File: config.mk
export PLATFORM = sky130hd
export DESIGN_NAME = fifo_param_thr
export DESIGN_NICKNAME = d
export VERILOG_FILES = /design/src/rtl/fifo_param_thr_pkg.sv /design/src/rtl/fifo_param_thr_mem_2p.sv /design/src/rtl/fifo_param_thr.sv
export SDC_FILE = /design/constraint.sdc
export NUM_CORES = 1
export LEC_CHECK = 0
export ABC_CLOCK_PERIOD_IN_PS = 6300
export BUFFER_PORTS_ARGS = -buffer_cell sky130_fd_sc_hd__buf_2
export CORE_MARGIN = 2
export CORE_UTILIZATION = 55
export DETAILED_ROUTE_END_ITERATION = 6
export GPL_ROUTABILITY_DRIVEN = 0
export PLACE_DENSITY = 0.75
export SLEW_MARGIN = 20
export SYNTH_ARGS = -nofsm -noshare
export SYNTH_HDL_FRONTEND = slang
export SYNTH_HIERARCHICAL = 1
export SYNTH_SLANG_ARGS = --single-unit
export TNS_END_PERCENT = 30
File: constraint.sdc
create_clock -name clk -period 6.3 [get_ports clk]
set_clock_uncertainty 0.1 [all_clocks]
set_input_delay 0.315 -clock clk [delete_from_list [all_inputs] [get_ports clk]]
set_output_delay 0.315 -clock clk [all_outputs]
set_load 0.05 [all_outputs]
File: src/rtl/fifo_param_thr_pkg.sv
// Shared defaults and width helpers for the parametrised channel FIFO.
package fifo_param_thr_pkg;

  localparam int DEF_DATA_W = 12;
  localparam int DEF_ADDR_W = 3;

  function automatic int clog2(input int value);
    int res = 0;
    int v = value - 1;
    while (v > 0) begin
      res++;
      v = v >> 1;
    end
    return res;
  endfunction

  // Counts must represent 0..DEPTH inclusive, hence one state more than DEPTH.
  function automatic int cnt_width(input int addr_w);
    return clog2((1 << addr_w) + 1);
  endfunction

endpackage

File: src/rtl/fifo_param_thr_mem_2p.sv
// DEPTH x DATA_W storage: synchronous write port, asynchronous read port.
module fifo_param_thr_mem_2p
  import fifo_param_thr_pkg::*;
#(
  parameter int DATA_W = DEF_DATA_W,
  parameter int ADDR_W = DEF_ADDR_W
) (
  input  logic              clk,
  input  logic              we,
  input  logic [ADDR_W-1:0] waddr,
  input  logic [DATA_W-1:0] wdata,
  input  logic [ADDR_W-1:0] raddr,
  output logic [DATA_W-1:0] rdata
);

  logic [DATA_W-1:0] mem [2**ADDR_W];

  always_ff @(posedge clk) begin
    if (we) mem[waddr] <= wdata;
  end

  assign rdata = mem[raddr];

endmodule

File: src/rtl/fifo_param_thr.sv
// Parametrised synchronous FIFO with runtime almost-full/empty thresholds,
// occupancy count, overflow/underflow pulses and a sticky error flag.
module fifo_param_thr
  import fifo_param_thr_pkg::*;
#(
  parameter int DATA_W = DEF_DATA_W,
  parameter int ADDR_W = DEF_ADDR_W,
  parameter int CNT_W  = cnt_width(ADDR_W)
) (
  input  logic              clk,
  input  logic              reset_L,
  input  logic              write,
  input  logic [DATA_W-1:0] data_in,
  input  logic              read,
  input  logic [CNT_W-1:0]  th_almost_full,
  input  logic [CNT_W-1:0]  th_almost_empty,
  input  logic              err_clear,
  output logic [DATA_W-1:0] fifo_data_out,
  output logic              valid,
  output logic              fifo_empty,
  output logic              fifo_full,
  output logic              almost_full,
  output logic              almost_empty,
  output logic [CNT_W-1:0]  occupancy,
  output logic              overflow,
  output logic              underflow,
  output logic              fifo_error
);

  localparam logic [CNT_W-1:0] PTR_ONE = {{(CNT_W-1){1'b0}}, 1'b1};

  logic [CNT_W-1:0]  wr_ptr;
  logic [CNT_W-1:0]  rd_ptr;
  logic [DATA_W-1:0] mem_rdata;
  logic              rd_acc;
  logic              wr_acc;
  logic              ovf_evt;
  logic              unf_evt;

  // Pointers carry one wrap bit above the address so full and empty differ.
  assign occupancy    = wr_ptr - rd_ptr;
  assign fifo_empty   = (wr_ptr == rd_ptr);
  assign fifo_full    = (wr_ptr[ADDR_W-1:0] == rd_ptr[ADDR_W-1:0]) &&
                        (wr_ptr[CNT_W-1] != rd_ptr[CNT_W-1]);
  assign almost_full  = (occupancy >= th_almost_full);
  assign almost_empty = (occupancy <= th_almost_empty);

  assign rd_acc  = read & ~fifo_empty;
  assign wr_acc  = write & (~fifo_full | rd_acc);
  assign ovf_evt = write & fifo_full & ~rd_acc;
  assign unf_evt = read & fifo_empty;

  fifo_param_thr_mem_2p #(
    .DATA_W (DATA_W),
    .ADDR_W (ADDR_W)
  ) u_mem (
    .clk   (clk),
    .we    (wr_acc),
    .waddr (wr_ptr[ADDR_W-1:0]),
    .wdata (data_in),
    .raddr (rd_ptr[ADDR_W-1:0]),
    .rdata (mem_rdata)
  );

  always_ff @(posedge clk or negedge reset_L) begin
    if (!reset_L) begin
      wr_ptr        <= '0;
      rd_ptr        <= '0;
      fifo_data_out <= '0;
      valid         <= 1'b0;
      overflow      <= 1'b0;
      underflow     <= 1'b0;
      fifo_error    <= 1'b0;
    end else begin
      if (wr_acc) wr_ptr <= wr_ptr + PTR_ONE;
      if (rd_acc) begin
        rd_ptr        <= rd_ptr + PTR_ONE;
        fifo_data_out <= mem_rdata;
      end
      valid     <= rd_acc;
      overflow  <= ovf_evt;
      underflow <= unf_evt;
      // A new error in the same cycle as a clear keeps the flag set.
      if (ovf_evt || unf_evt) fifo_error <= 1'b1;
      else if (err_clear)     fifo_error <= 1'b0;
    end
  end

endmodule

==> results.sh <==
export IMPL_period_needed_ns=3.720
export IMPL_vias_per_cell=5.585
export IMPL_yosysWarnings=6
export IMPL_final_cells=453
export IMPL_synth_nets=297
export IMPL_diodes=0
export IMPL_cp_slowest_cell="dfrtp_1"
export IMPL_cts_setup_buffers=0
export IMPL_worstSetupPathDepth=9
export IMPL_drive_gt1_frac=0.3217
export IMPL_synth_edf_count=96
export IMPL_synth_commonest_cells="96 x edfxtp_1, 24 x dfrtp_1, 21 x mux4_1"
export IMPL_grt_pass1_wl_um=14080
export IMPL_clkTransAtPathRegs_ns=0.06
export IMPL_synth_area_leaders="edfxtp_1 57%, dfrtp_1 12%, mux4_1 11%"
export IMPL_die_height_um=99.63
export IMPL_syn_area_per_cell_um2=19.50
export IMPL_worstMarginPinSlew_ns=1.105
export IMPL_top_usage_layer="met2"
export IMPL_tritoncts="built"
export IMPL_synth_ff_type="edfxtp_1"
export IMPL_first_iter_violations=223
export IMPL_end_kind="primary output"
export IMPL_htree_levels=4
export IMPL_maxCapViolations=0
export IMPL_slew_headroom=0.2605
export IMPL_rsz0062_at_grt="no"
export IMPL_grt_util_met3=0.06114
export IMPL_synth_most_common_cell="edfxtp_1"
export IMPL_grtUsageMet1=0.2464
export IMPL_cp_slowest_stage_delay_ns=1.01
export IMPL_grt_util_all_layers=0.2007
export IMPL_wl_um=9117
export IMPL_cts_inserted_buffers=17
export IMPL_yosys_area_top_type="edfxtp_1"
export IMPL_worstPathRequired_ns=5.88
export IMPL_ys_types=30
export IMPL_syn_cell_area_mm2=0.005030
export IMPL_first_global_vias=2593
export IMPL_crit_type="flip-flop to primary output"
export IMPL_synth_top_area_frac=0.5731
export IMPL_gr_total_overflow=0
export IMPL_final_nets=371
export IMPL_clockRootBuffer="clkbuf_8"
export IMPL_drtPass1Iterations=6
export IMPL_io_buffers=48
export IMPL_synthToLayoutAreaGrowth_pct=20.72
export IMPL_rows=34
export IMPL_hold_buffers=14
export IMPL_grt_start_max_net_pins=29
export IMPL_clk_latency_ns=0.51
export IMPL_drc=0
export IMPL_fin_crit_sh=0.5905
export IMPL_status="finished clean"
export IMPL_async_flop_share=0.2000
export IMPL_r2r_cells=6
export IMPL_crit_buf_inv=2
export IMPL_vias=2530
export IMPL_cts_sinks=120
export IMPL_hold_violations=0
export IMPL_drtAntennaViolNets=0
export IMPL_io_pins=49
export IMPL_die_w_um=99.63
export IMPL_grt_use_met2=0.3394
export IMPL_synthCells=258
export IMPL_cp_start_kind="flip-flop"
export IMPL_ys_seq_area_frac=0.6925
export IMPL_drv_slew=0
export IMPL_finalSetupTns_ns=0
export IMPL_worstPathCellList="inv_1, ha_1, a21oi_1, xnor2_1, ha_1, a21oi_1, o21ai_0, o21ai_0, buf_2"
export IMPL_cp_arrival_ns=3.30
export IMPL_wl_per_cell_um=20.13
export IMPL_core_mm2=0.008806
export IMPL_start_util=0.5712
export IMPL_placed_cells=407
export IMPL_synth_seq_cells=120
export IMPL_finalSetupViolCount=0
export IMPL_critical_path_max_fanout=26
export IMPL_hp_class="input pin to flip-flop"
export IMPL_postCtsResizedCells=0
export IMPL_min_path_cells=1
export IMPL_fmax_mhz=268.8
export IMPL_cts_path_max_buffers=2
export IMPL_grt_antenna_before_repair=0
export IMPL_cp_top_family="flip-flops"
export IMPL_dieArea_mm2=0.009926
export IMPL_dp_hpwl_um=5756
-- registers in the layout, indices dropped and copies added, names as in the netlist --
register,count
valid,1
fifo_data_out,12
fifo_error,1
overflow,1
rd_ptr,4
underflow,1
u_mem/mem,96
wr_ptr,4
-- worst paths after layout --
| path | startpoint | to | slack [ns] |
|---|---|---|---|
| setup / recovery | rd_ptr[2] | almost_empty | 2.58 |
| hold / removal | data_in[11] | u_mem/mem[2][11] | 0.02 |
| setup reg to reg | rd_ptr[2] | u_mem/mem[3][7] | 2.62 |
| hold reg to reg | fifo_data_out[0] | fifo_data_out[0] | 0.38 |
| max in group asynchronous | reset_L | wr_ptr[3] | 5.42 |
| min in group asynchronous | reset_L | fifo_data_out[5] | 0.27 |
-- cells in the final DEF, fill, tap and decap left out, types with 2 or more instances in the layout --
master / n
clkinvlp_4: 6
nand2_1: 5
dlygate4sd3_1: 14
edfxtp_1: 96
mux4_2: 3
dfrtp_1: 24
nor2_1: 11
a21oi_1: 4
o21ai_0: 3
xnor2_1: 7
nand2b_1: 3
mux4_1: 21
buf_2: 48
clkbuf_16: 16
bufinv_16: 2
xor2_1: 2
clkinv_2: 3
mux2_1: 4
clkinv_4: 3
inv_1: 17
mux2_4: 7
ha_1: 13
mux2_2: 15
nand3_1: 2
nor3_2: 2
-- kinds of logic (layout without fill, tap and decap cells) --
group,Yosys count,in the layout,synth area share
buf+inv,25,112,0.02512
flops,120,120,0.6925
simple gates,27,27,0.02388
fa+ha+maj,14,14,0.03632
mux,50,50,0.1866
xor+xnor,10,10,0.01891
compound gates,12,12,0.01667
-- metrics by stage --
stage	util	worst slack [ns]	instance area, µm²	hold WS (ns)
after floorplan	-	2.576	5030	-0.08059
final	0.6895	2.580	6072	0.02104
after CTS	0.6893	2.511	6070	0.003619
after global routing	0.6895	2.194	6072	0.004076
after detailed placement	0.6087	2.609	5360	0.2702
after global placement	0.6087	2.777	5360	0.2693
-- metal layers --
layer,part of all wire,vias to the layer above
met5,0,-
met4,0.0057,0
met3,0.052,4
met2,0.53,82
met1,0.41,1277
li1,-,1167
-- layout make-up --
cell class              instances  area, µm²
clock inverters                15      155.1
clock buffers                  17      414.1
well taps                     108      135.1
inverters                      17      63.81
multi-input cells             113       1433
repair buffers                 63      387.9
fillers                       553       2734
flip-flops and latches        120       3483
Power is not shown: default switching activity piles up to over one toggle a cycle in this logic, so the estimate is an artifact.
